**src/rtl/instr_fetch_queue_pkg.sv**
```systemverilog
// Shared types and constants for the instruction fetch queue.
package instr_fetch_queue_pkg;

    localparam int unsigned ADDR_W = 15;

    localparam logic [ADDR_W-1:0] FETCH_RESET_PC = 15'o4000;

    typedef struct packed {
        logic [ADDR_W-1:0] pc;
        logic [ADDR_W-1:0] instr;
    } fetch_entry_t;

    // Word addresses wrap modulo 2^ADDR_W.
    function automatic logic [ADDR_W-1:0] pc_inc(input logic [ADDR_W-1:0] pc);
        return pc + ADDR_W'(1);
    endfunction

endpackage

```
**src/rtl/instr_fetch_queue_fifo.sv**
```systemverilog
// Circular queue of fetched words with flush; the head is masked to zero when empty.
module fetch_fifo
    import instr_fetch_queue_pkg::*;
#(
    parameter int unsigned DEPTH = 4
) (
    input  logic                     clk_i,
    input  logic                     rst_i,
    input  logic                     push_i,
    input  fetch_entry_t             push_data_i,
    input  logic                     pop_i,
    input  logic                     flush_i,
    output fetch_entry_t             head_o,
    output logic                     valid_o,
    output logic [$clog2(DEPTH):0]   count_o
);

    localparam int unsigned PW = $clog2(DEPTH);
    localparam int unsigned CW = PW + 1;

    fetch_entry_t   mem_q [DEPTH];
    logic [PW-1:0]  wr_ptr_q, wr_ptr_d;
    logic [PW-1:0]  rd_ptr_q, rd_ptr_d;
    logic [CW-1:0]  count_q, count_d;
    logic           full;
    logic           do_push;
    logic           do_pop;

    always_comb begin
        full     = (count_q == CW'(DEPTH));
        do_pop   = pop_i && (count_q != '0);
        do_push  = push_i && (!full || do_pop);
        wr_ptr_d = wr_ptr_q + PW'(do_push);
        rd_ptr_d = rd_ptr_q + PW'(do_pop);
        count_d  = count_q + CW'(do_push) - CW'(do_pop);
        // Flush wins over any push or pop arriving in the same cycle.
        if (flush_i) begin
            wr_ptr_d = '0;
            rd_ptr_d = '0;
            count_d  = '0;
        end
    end

    always_ff @(posedge clk_i or posedge rst_i) begin
        if (rst_i) begin
            wr_ptr_q <= '0;
            rd_ptr_q <= '0;
            count_q  <= '0;
        end else begin
            wr_ptr_q <= wr_ptr_d;
            rd_ptr_q <= rd_ptr_d;
            count_q  <= count_d;
        end
    end

    always_ff @(posedge clk_i) begin
        if (do_push && !flush_i) begin
            mem_q[wr_ptr_q] <= push_data_i;
        end
    end

    always_comb begin
        valid_o = (count_q != '0);
        count_o = count_q;
        head_o  = valid_o ? mem_q[rd_ptr_q] : '0;
    end

endmodule

```
**src/rtl/instr_fetch_queue.sv**
```systemverilog
// Instruction fetch: issues one ROM read per cycle while there is room, queues the
// tagged responses and squashes everything in flight on a branch redirect.
module instr_fetch_queue
    import instr_fetch_queue_pkg::*;
#(
    parameter int unsigned        DEPTH    = 4,
    parameter logic [ADDR_W-1:0]  RESET_PC = FETCH_RESET_PC
) (
    input  logic                     clock,
    input  logic                     reset,
    output logic [ADDR_W-1:0]        ROM_address,
    output logic                     ROM_read_en,
    input  logic [ADDR_W-1:0]        ROM_read_data,
    input  logic                     redirect,
    input  logic [ADDR_W-1:0]        redirect_pc,
    output logic                     instr_valid,
    output logic [ADDR_W-1:0]        instr,
    output logic [ADDR_W-1:0]        instr_pc,
    input  logic                     instr_ready,
    output logic [$clog2(DEPTH):0]   count
);

    localparam int unsigned CW = $clog2(DEPTH) + 1;

    logic [ADDR_W-1:0] fetch_pc_q, fetch_pc_d;
    logic [ADDR_W-1:0] req_pc_q, req_pc_d;
    logic              inflight_q, inflight_d;
    logic [CW-1:0]     fifo_count;
    logic [CW-1:0]     occupancy;
    logic              can_issue;
    logic              issue;
    logic              push;
    logic              pop;
    fetch_entry_t      push_entry;
    fetch_entry_t      head_entry;
    logic              head_valid;

    always_comb begin
        // Pops in the current cycle are deliberately not credited to the guard.
        occupancy   = fifo_count + CW'(inflight_q);
        can_issue   = (occupancy < CW'(DEPTH));
        issue       = !reset && (redirect || can_issue);
        ROM_read_en = issue;
        ROM_address = redirect ? redirect_pc : fetch_pc_q;
        fetch_pc_d  = issue ? pc_inc(ROM_address) : fetch_pc_q;
        req_pc_d    = issue ? ROM_address : req_pc_q;
        inflight_d  = issue;
        push        = inflight_q && !redirect;
        pop         = instr_ready && !redirect;
        push_entry  = '{pc: req_pc_q, instr: ROM_read_data};
    end

    always_ff @(posedge clock or posedge reset) begin
        if (reset) begin
            fetch_pc_q <= RESET_PC;
            req_pc_q   <= '0;
            inflight_q <= 1'b0;
        end else begin
            fetch_pc_q <= fetch_pc_d;
            req_pc_q   <= req_pc_d;
            inflight_q <= inflight_d;
        end
    end

    fetch_fifo #(
        .DEPTH (DEPTH)
    ) u_fifo (
        .clk_i       (clock),
        .rst_i       (reset),
        .push_i      (push),
        .push_data_i (push_entry),
        .pop_i       (pop),
        .flush_i     (redirect),
        .head_o      (head_entry),
        .valid_o     (head_valid),
        .count_o     (fifo_count)
    );

    always_comb begin
        instr_valid = head_valid;
        instr       = head_entry.instr;
        instr_pc    = head_entry.pc;
        count       = fifo_count;
    end

endmodule

```
**config.mk**
```make
export PLATFORM = sky130hd
export DESIGN_NAME = instr_fetch_queue
export DESIGN_NICKNAME = d
export VERILOG_FILES = /design/src/rtl/instr_fetch_queue_pkg.sv /design/src/rtl/instr_fetch_queue_fifo.sv /design/src/rtl/instr_fetch_queue.sv
export SDC_FILE = /design/constraint.sdc
export NUM_CORES = 1
export LEC_CHECK = 0
export CORE_MARGIN = 8
export CORE_UTILIZATION = 50
export DETAILED_ROUTE_END_ITERATION = 12
export GPL_TIMING_DRIVEN = 0
export PLACE_DENSITY_LB_ADDON = 0.15
export SLEW_MARGIN = 20
export SYNTH_ARGS = -nofsm -noshare
export SYNTH_HDL_FRONTEND = slang
export SYNTH_SLANG_ARGS = --single-unit
```
**constraint.sdc**
```tcl
create_clock -name clock -period 3.65 [get_ports clock]
set_input_delay 1.095 -clock clock [delete_from_list [all_inputs] [get_ports clock]]
set_output_delay 1.095 -clock clock [all_outputs]
set_load 0.005 [all_outputs]
```
==> results of run 1 <==
[synth_stat cells, types with 2 or more instances]
library cell  number  area (µm²)
a21o_1             2        15.0
buf_1              3        11.3
buf_2              4        20.0
buf_6              3        33.8
clkbuf_1           7        26.3
dfrtp_1           37         926
edfxtp_1         120        3600
ha_1               4        50.1
inv_1             12        45.0
mux2_2            16         180
mux2i_1            7        70.1
mux4_2            30         676
nand2_1           24        90.1
nand3_1            8        40.0
nand3b_1           2        15.0
nand4_1            4        25.0
nor2_1             7        26.3
nor2b_1           34         213
nor3_1             3        15.0
nor3b_1            2        15.0
o21ai_0           16        80.1
o21ai_2            3        26.3
xnor2_1           12         105
xor2_1             6        52.6
[where the power goes]
part / total [µW] / switching [µW] / internal [µW] / leakage, µW
Clock: 1940 / 662 / 1280 / 0.000309
Sequential: 2410 / 190 / 2220 / 0.00156
Combinational: 1280 / 557 / 724 / 0.00117
[sequential cells by signal (all words and copies together) (netlist names)]
name	count
u_fifo.wr_ptr_q	2
u_fifo.mem_q	120
fetch_pc_q	15
req_pc_q	15
inflight_q	1
u_fifo.count_o	3
u_fifo.rd_ptr_q	2
[worst min path at each step]
stage	slack [ns]	end	start
finish	0.49	fetch_pc_q[12]	fetch_pc_q[12]
global route	0.52	fetch_pc_q[11]	fetch_pc_q[11]
CTS	0.49	fetch_pc_q[11]	fetch_pc_q[11]
detailed placement	0.48	fetch_pc_q[12]	fetch_pc_q[12]
global placement	0.47	fetch_pc_q[5]	fetch_pc_q[5]
floorplan	0.45	fetch_pc_q[12]	fetch_pc_q[12]
[layer usage]
layer	GRT usage	vias to the layer above
met2	0.284	100
met1	0.210	1839
met5	0	-
met4	0.0749	0
li1	-	1676
met3	0.0455	18
[what timing repair did]
| item | CTS | global route |
|---|---|---|
| resized for setup | 8 | 6 |
| endpoints found under the hold margin | 0 | 0 |
| setup endpoints to repair | 31 | 11 |
| gates cloned | 1 | 0 |
| setup buffers | 3 | 0 |
[cells by family (layout without fill, tap and decap cells)]
logic type                 count (synthesis)  count (layout)  share of synthesized area
AOI/OAI and AO/OA                         27              27                     0.0296
xor gates and xnor gates                  18              18                     0.0239
adders and majority gates                  5               5                     0.0106
buffers and inverters                     30             154                     0.0218
DFF                                      158             158                      0.691
muxes                                     54              54                      0.143
and+or+nand+nor                           92              92                     0.0810
[worst register-to-register path, cell delays in order (launching register included)]
cell     delay [ns]
dfrtp_1        0.44
nor4b_1        0.17
nor3b_1        0.60
nand2_1        0.20
nor2_4         0.52
buf_16         0.23
[per-stage QoR]
step | power (µW) | setup TNS, ns | area, µm² | instances | util
2_1_floorplan | 3040 | 0 | 6610 | 384 | -
3_3_place_gp | 3660 | -46.74 | 7650 | 642 | 0.585
3_5_place_dp | 3720 | -0.574 | 7790 | 648 | 0.596
4_1_cts | 5690 | 0 | 8530 | 684 | 0.652
5_1_grt | 5890 | 0 | 8550 | 684 | 0.653
6_report | 5630 | 0 | 8550 | 684 | 0.653
[layout make-up]
| cell class | count | area [µm²] | share of cell area |
|---|---|---|---|
| inverters | 12 | 47.5 | 0.00556 |
| well taps | 176 | 220 | 0.0258 |
| multi-input cells | 196 | 1950 | 0.228 |
| clock inverters | 12 | 216 | 0.0253 |
| plain buffers | 18 | 111 | 0.0130 |
| flip-flops and latches | 158 | 4560 | 0.533 |
| clock buffers | 20 | 437 | 0.0511 |
| repair buffers | 92 | 1010 | 0.118 |
[cell usage in the layout (no fill, tap or decap), types with 7 or more instances in the layout]
cell,instances
clkbuf_1,7
clkbuf_16,17
clkdlybuf4s50_1,81
dfrtp_1,37
edfxtp_1,120
inv_1,11
mux2_2,16
mux4_2,30
nand2_1,24
nand3_1,8
nor2b_1,34
o21ai_0,16
xnor2_1,12
==> summary.md, run 1 <==
| Metric | Value |
|---|---|
| Met1 WL | `5.71 mm` |
| First-pass GRT wire length | `21.8 mm` |
| Iteration-0 DRC Markers | `220` |
| CP Buf/Inv Count | `3` |
| Core Box Area | `13100 µm²` |
| Slowest cell on the critical path | `clkdlybuf4s50_1` |
| Drt drc | `0` |
| Mapped cell area | `6600 µm²` |
| Worst min path class | `flip-flop to flip-flop` |
| Routed vias/inst | `5.31` |
| Initial core utilization | `0.504` |
| Setup ws final | `0.105 ns` |
| Post-synth EDFFs | `120` |
| H-tree levels | `4` |
| Critical path depth | `4` |
| Crit-path cells | `clkdlybuf4s50_1 -> mux2i_1 -> inv_1 -> clkdlybuf4s50_1` |
| Async set-or-reset flop fraction in the synthesized netlist | `0.241` |
| Met2 WL post-DR | `6.74 mm` |
| Critical Path RT | `2.55 ns` |
| GR Overflow Total | `0` |
| 1st-pass router iterations | `4` |
| Die boundary height | `131 µm` |
| Delay-heaviest family, CP | `buffers and inverters` |
| Sequential-to-total area share from yosys stat | `0.690` |
| Critical path class | `input pin to output pin` |
| RR Endpoint | `u_fifo.mem_q[2][28]` |
| Pin count of the biggest net entering global routing | `19` |
| Outcome | `finished clean` |
| CTS sink cnt | `158` |
| DIE WIDTH | `131 µm` |
| RSZ-0062 raised after global routing | `false` |
| HPWL Detailed | `9.11 mm` |
| Critical path arrival | `2.45 ns` |
| Crit-path max FO | `3` |
| Final period utilization | `0.971` |
| WL met3 | `799 µm` |
| CP Launch Point | `redirect_pc[9]` |
| FF-to-FF Start | `u_fifo.count_o[2]` |
| Tot GR Track Use | `0.172` |
| Input/output buffers | `82` |
| VDD IR-drop max | `0.257 mV` |
| Leak | `0.00304 µW` |
| Ports | `84` |
| Syn Nets | `423` |
| Min-Delay Path Depth | `2` |
| Max-Slew Margin vs Limit | `0.524` |
| Skew-Pair Late Insertion Delay | `0.42 ns` |
| Final ANT Viol Nets | `0` |
| Final setup vio count | `0` |
| FF-to-FF setup slack | `1.19 ns` |
| Worst Max-Slew Pin Slew | `0.713 ns` |
| Setup Skew | `0.00481 ns` |
| Clock root cell | `clkbuf_16` |
| FMAX | `282 MHz` |
| Vias in the first global route | `4059` |
| Core Rows | `42` |
| Worst path most repeated cell | `clkdlybuf4s50_1` |
| Layout Nets | `534` |
| Slew Limit Fails | `0` |
| Post-Syn Area per Cell | `17.2 µm²` |
| Final GP Congestion | `0.888` |
| Crit. End Element | `output pin` |
| Clk slew on worst S/H paths | `0.06 ns` |
| Register bit total from synthesis | `158` |
| Area delta synth->final | `29.5%` |
| Num CTS Buffers | `17` |
| Longest Clk Path Bufs | `2` |
| CP max stage delay | `0.46 ns` |
| Tmin final | `3.54 ns` |
| Via count | `3633` |
| CP Launch Type | `input pin` |
| Gate Count Post-Synth | `384` |
| Top Layer Used | `met4` |
| Worst setup path end | `ROM_address[9]` |
| Die Area | `17100 µm²` |
| Synthesis warning total | `0` |
| Routed WL per cell | `19.7 µm` |
| Layout fillers | `926` |
| Max Cap Viol | `0` |
| Post-cts hold buffer count | `0` |
| CTS tree | `done` |
| Post-synth cell types | `42` |
| Dominant synthesized flop cell | `edfxtp_1` |
| Initial antenna violation count | `0` |
| Pre-CTS WS | `-0.534 ns` |
| Layout cells sized above 1 | `0.226` |
| Ant. Diodes | `0` |
| Power Dens Cells | `659 nW/µm²` |
| Hold_ws | `0.493 ns` |
| Final Hold Viols | `0` |
| Drt total wl | `13.5 mm` |
| R2R depth | `5` |
Power figures use the tool's default switching activity.
==> run 2: changes to the inputs <==
==> constraint.sdc (replaced) <==
create_clock -name clock -period 3.65 [get_ports clock]
set_input_delay 0.73 -clock clock [delete_from_list [all_inputs] [get_ports clock]]
set_output_delay 0.73 -clock clock [all_outputs]
set_load 0.005 [all_outputs]
==> run 2 against run 1 <==
  * Clock skew increased by 0.0011 ns
  * Via count about the same
  * First-iteration DRC count increased by 5.0%
  * Non-clock buffer count decreased by 4
  * Register-to-register slack got worse by 0.10 ns
  * Core utilization decreased by 1.7 points
  * Sequential share of layout area increased by 1.4 points
  * Die area unchanged
  * Clock power decreased by 13%
  * Count of clock-buffer cells in the layout decreased by 2
  * Global-route usage decreased by 0.75 points
==> summary.md, run 2 (same netlist as run 1, synthesis figures left out) <==
| Metric | Value |
|---|---|
| RSZ-0062 raised after global routing | `false` |
| Comb pwr share | `0.234` |
| Initial antenna violation count | `0` |
| Initial core utilization | `0.504` |
| Worst Max-Slew Pin Slew | `0.716 ns` |
| Largest regs | `u_fifo.mem_q (120), fetch_pc_q (15), req_pc_q (15)` |
| CP Launch Type | `input pin` |
| Critical Path RT | `2.92 ns` |
| Crit-path cells | `clkdlybuf4s50_1 -> inv_2 -> buf_12 -> o21ai_2 -> clkbuf_1 -> inv_1 -> clkdlybuf4s50_1` |
| Cell Int Power | `3970 µW` |
| Routed vias/inst | `5.36` |
| Sw Pwr | `1360 µW` |
| Layout cells sized above 1 | `0.198` |
| Power Dens Cells | `641 nW/µm²` |
| Final GP Congestion | `0.877` |
| Worst path most repeated cell | `clkdlybuf4s50_1` |
| Vias in the first global route | `3955` |
| Max Cap Viol | `0` |
| Setup TNS Final | `0 ns` |
| H-tree levels | `4` |
| Outcome | `finished clean` |
| Clock root cell | `clkbuf_16` |
| Final ANT Viol Nets | `0` |
| 1st-pass router iterations | `4` |
| First-pass GRT wire length | `20.7 mm` |
| CTS resizes | `0` |
| Drt drc | `0` |
| Slew Limit Fails | `0` |
| Reg power frac | `0.451` |
| Worst min path class | `flip-flop to flip-flop` |
| Pin count of the biggest net entering global routing | `35` |
| DIE WIDTH | `131 µm` |
| Pre-CTS WS | `0.190 ns` |
| Final period utilization | `0.939` |
| CP max stage delay | `0.49 ns` |
| Skew-Pair Late Insertion Delay | `0.41 ns` |
| HPWL Detailed | `8.91 mm` |
| Iteration-0 DRC Markers | `231` |
| Commonest cells after routing, fill and taps aside | `edfxtp_1, clkdlybuf4s50_1, dfrtp_1` |
| Max reg flops | `120` |
| Tmin final | `3.43 ns` |
| GR Overflow Total | `0` |
| Setup Buffers After CTS | `0` |
| Die boundary height | `131 µm` |
| Leak | `0.00294 µW` |
| Critical path class | `input pin to output pin` |
| CTS sink cnt | `158` |
| Input/output buffers | `82` |
| Tot GR Track Use | `0.165` |
| Routed WL per cell | `19.2 µm` |
| Crit. End Element | `output pin` |
| Setup ws final | `0.221 ns` |
| Slowest cell on the critical path | `clkdlybuf4s50_1` |
| Final Hold Viols | `0` |
| Final setup vio count | `0` |
| CTS tree | `done` |
| Crit-path max FO | `34` |
| Area delta synth->final | `26.1%` |
| Hold_ws | `0.491 ns` |
| Via count | `3630` |
| Core Box Area | `13100 µm²` |
| Critical path arrival | `2.70 ns` |
| Die Area | `17100 µm²` |
| Clk slew on worst S/H paths | `0.06 ns` |
| Min-Delay Path Depth | `2` |
| Clock Power Share | `0.315` |
| Drt total wl | `13.0 mm` |
| Num CTS Buffers | `17` |
| VDD IR-drop max | `0.308 mV` |
| R2R depth | `5` |
| Setup Skew | `0.00594 ns` |
| Layout Nets | `530` |
| Post-cts hold buffer count | `0` |
| Ports | `84` |
| FMAX | `292 MHz` |
| Core Rows | `42` |
| Largest Register | `u_fifo.mem_q` |
| Commonest non-fill, non-tap cell in the layout | `edfxtp_1` |
| Max-Slew Margin vs Limit | `0.522` |
| Switching share of total power | `0.256` |
| Ant. Diodes | `0` |
| Longest Clk Path Bufs | `2` |
-- run 2: cell types whose count changed in the layout (fill, tap and decap cells not counted), sizes merged, moves of 2 or more --
cell and change:
bufinv -3, clkbuf -2, clkinv +3, buf -3
-- run 2: power groups by stage --
| stage | combinational [µW] | sequential (µW) | clock (µW) |
|---|---|---|---|
| 2_1_floorplan | 662 | 2380 | 0 |
| 3_3_place_gp | 1240 | 2420 | 0 |
| 3_5_place_dp | 1280 | 2440 | 0 |
| 4_1_cts | 1290 | 2410 | 1710 |
| 5_1_grt | 1380 | 2440 | 1790 |
| 6_report | 1250 | 2410 | 1680 |
-- run 2: cell type report --
| type | count | area [µm²] |
|---|---|---|
| plain buffers | 18 | 98.8 |
| repair buffers | 88 | 927 |
| inverters | 12 | 45.0 |
| multi-input cells | 196 | 1920 |
| clock inverters | 11 | 126 |
| fillers | 949 | 4760 |
| well taps | 176 | 220 |
| flip-flops and latches | 158 | 4560 |
| clock buffers | 18 | 429 |
-- run 2: layer usage --
metal  up-vias  wire length (µm)  track usage  share of wire
met2       113              6270        0.259           0.48
li1       1672                 -            -              -
met3        23               884       0.0556          0.068
met1      1822              5570        0.207           0.43
met5         -                 0            0              0
met4         0               242       0.0655          0.019
-- run 2: critical path, delay by kind of cell --
kind	cells	cell delay, ns
AO/OA/AOI/OAI	1	0.13
buffers and inverters	6	1.83
-- run 2: final timing paths --
| path | startpoint | to | slack, ns |
|---|---|---|---|
| worst max-delay path | reset | ROM_read_en | 0.22 |
| worst min register to register | fetch_pc_q[12] | fetch_pc_q[12] | 0.49 |
| worst max register to register | u_fifo.count_o[2] | u_fifo.mem_q[0][12] | 1.09 |
| worst min-delay path | fetch_pc_q[12] | fetch_pc_q[12] | 0.49 |
| min in group asynchronous | reset | u_fifo.count_o[2] | 0.52 |
| max in group asynchronous | reset | fetch_pc_q[11] | 2.65 |
-- run 2: per-stage QoR --
stage | area, µm² | power, µW | utilization | instances
2_1_floorplan | 6600 | 3040 | - | 384
3_3_place_gp | 7640 | 3660 | 0.584 | 642
3_5_place_dp | 7770 | 3720 | 0.594 | 648
4_1_cts | 8320 | 5400 | 0.636 | 677
5_1_grt | 8320 | 5600 | 0.636 | 677
6_report | 8320 | 5340 | 0.636 | 677
==> run 3: changes to the inputs <==
CORE_UTILIZATION = 57   (was 50)
DONT_BUFFER_PORTS = 1   (was not set)
==> run 3 against run 2 <==
  * Non-clock buffer count down 82
  * First-iteration DRC count up 11%
  * Fmax up 15%
  * Cell area down 9.8%
  * Die area down 11%
==> summary.md, run 3 (same netlist as run 1, synthesis figures left out) <==
| Metric | Value |
|---|---|
| Outcome | `finished clean` |
| Final Cell Area | `7510 µm²` |
| Finished Layout Cells | `565` |
| Clock Power Share | `0.346` |
| Core Rows | `39` |
| Pwr Total | `5000 µW` |
| Drt total wl | `12.3 mm` |
| Max reg flops | `120` |
| R2R depth | `6` |
| Placed instance count | `533` |
| Layout cells sized above 1 | `0.246` |
| Tmin final | `2.99 ns` |
| Longest Clk Path Bufs | `2` |
| Post-DP Area | `6920 µm²` |
| Setup Buffers After CTS | `0` |
| Crit-path cells | `nor3_1 -> clkbuf_1 -> nor2b_1` |
| First-pass GRT wire length | `19.1 mm` |
| Pin count of the biggest net entering global routing | `23` |
| GR Overflow Total | `0` |
| Ports | `84` |
| Setup Skew | `0.00671 ns` |
| Setup TNS Final | `0 ns` |
| Num CTS Buffers | `17` |
| Layout fillers | `791` |
| Reg power frac | `0.483` |
| Ant. Diodes | `0` |
| Crit. End Element | `output pin` |
| Critical path arrival | `2.26 ns` |
| Vias in the first global route | `3433` |
| Final setup vio count | `0` |
| Commonest cells after routing, fill and taps aside | `edfxtp_1, dfrtp_1, nor2b_1` |
| Critical path class | `flip-flop to output pin` |
| HPWL Detailed | `8.57 mm` |
| Slew Limit Fails | `0` |
| FMAX | `335 MHz` |
| Tot GR Track Use | `0.173` |
| Comb pwr share | `0.171` |
| CTS sink cnt | `158` |
| Commonest non-fill, non-tap cell in the layout | `edfxtp_1` |
| Via count | `3329` |
| Final Hold Viols | `0` |
| H-tree levels | `4` |
| Final GP Congestion | `0.779` |
| CP max stage delay | `0.65 ns` |
| 1st-pass router iterations | `4` |
| Largest Register | `u_fifo.mem_q` |
| Slowest cell on the critical path | `nor3_1` |
| Max-Slew Margin vs Limit | `0.506` |
| Layout Nets | `448` |
| Skew-Pair Late Insertion Delay | `0.42 ns` |
| Die boundary height | `124 µm` |
| FF-to-FF setup slack | `1.26 ns` |
| Core Box Area | `11400 µm²` |
| Routed WL per cell | `21.8 µm` |
| Sw Pwr | `1330 µW` |
| Leak | `0.00264 µW` |
| VDD IR-drop max | `0.365 mV` |
| Cell Int Power | `3670 µW` |
| Routed vias/inst | `5.89` |
| RR Endpoint | `u_fifo.rd_ptr_q[1]` |
| Worst min path class | `input pin to async pin` |
| DIE WIDTH | `124 µm` |
| Post-cts hold buffer count | `0` |
| Drt drc | `0` |
| Die Area | `15300 µm²` |
| CP Launch Type | `flip-flop` |
| Input/output buffers | `0` |
| RSZ-0062 raised after global routing | `false` |
| Clock root cell | `clkbuf_16` |
| Critical Path RT | `2.92 ns` |
| CTS tree | `done` |
| Switching share of total power | `0.267` |
| Max Cap Viol | `0` |
| Initial core utilization | `0.580` |
| Largest regs | `u_fifo.mem_q (120), fetch_pc_q (15), req_pc_q (15)` |
| Clk slew on worst S/H paths | `0.06 ns` |
| Worst Max-Slew Pin Slew | `0.736 ns` |
| CTS resizes | `0` |
| Final period utilization | `0.819` |
| Power Dens Cells | `666 nW/µm²` |
| Initial antenna violation count | `0` |
| Iteration-0 DRC Markers | `256` |
| Fin util | `0.660` |
| Area delta synth->final | `13.8%` |
| Crit-path max FO | `10` |
| FF-to-FF Start | `u_fifo.count_o[1]` |
| Final ANT Viol Nets | `0` |
-- run 3: changes by cell type in the layout (fill, tap and decap cells not counted), sizes merged --
cell           before  now
clkbuf             25   27
clkdlybuf4s50      82    0
clkinv              7    4
clkinvlp            1    5
-- run 3: worst max path at each step --
stage / from / to / slack [ns] / cells after the start
2_1_floorplan: redirect / u_fifo.mem_q[2][0] / 0.30 / 6
3_3_place_gp: redirect / u_fifo.mem_q[2][13] / -0.81 / 6
3_5_place_dp: redirect / u_fifo.mem_q[0][21] / 0.71 / 6
4_1_cts: u_fifo.count_o[1] / instr_pc[11] / 0.60 / 3
5_1_grt: u_fifo.count_o[1] / instr_pc[11] / 0.46 / 3
6_report: u_fifo.count_o[1] / instr_pc[11] / 0.66 / 3
-- run 3: critical path, delay by kind of cell, from the launching register on --
| family | cells | cell delay, ns |
|---|---|---|
| buf+inv | 1 | 0.53 |
| simple gates | 2 | 0.83 |
| flops | 1 | 0.48 |
-- run 3: metrics by stage --
stage                     setup slack [ns]  hold WS, ns
final                                0.662        0.204
after global routing                 0.462        0.217
after CTS                            0.595        0.196
after detailed placement             0.713        0.477
after global placement              -0.813        0.463
after floorplan                      0.297        0.449
-- run 3: final cells by class --
cell class                      instances  area (µm²)  area share
Buffer                                 18        98.8      0.0132
Sequential cell                       158        4560       0.607
Tap cell                              143         179      0.0238
Multi-Input combinational cell        196        1920       0.256
Timing Repair Buffer                    6         125      0.0167
Clock buffer                           20         437      0.0582
Inverter                               12        45.0     0.00600
Clock inverter                         12         146      0.0195
-- run 3: per-layer routing --
| metal | up-vias | GRT usage | wire (µm) |
|---|---|---|---|
| met5 | - | 0 | 0 |
| li1 | 1502 | - | - |
| met1 | 1719 | 0.202 | 4920 |
| met4 | 0 | 0.0700 | 131 |
| met2 | 96 | 0.287 | 6320 |
| met3 | 12 | 0.0617 | 940 |
-- run 3: power groups by stage --
| stage | sequential (µW) | combinational [µW] | clock, µW |
|---|---|---|---|
| floorplan | 2380 | 662 | 0 |
| global placement | 2430 | 842 | 0 |
| detailed placement | 2450 | 880 | 0 |
| CTS | 2410 | 885 | 1760 |
| global route | 2440 | 964 | 1840 |
| finish | 2410 | 856 | 1730 |
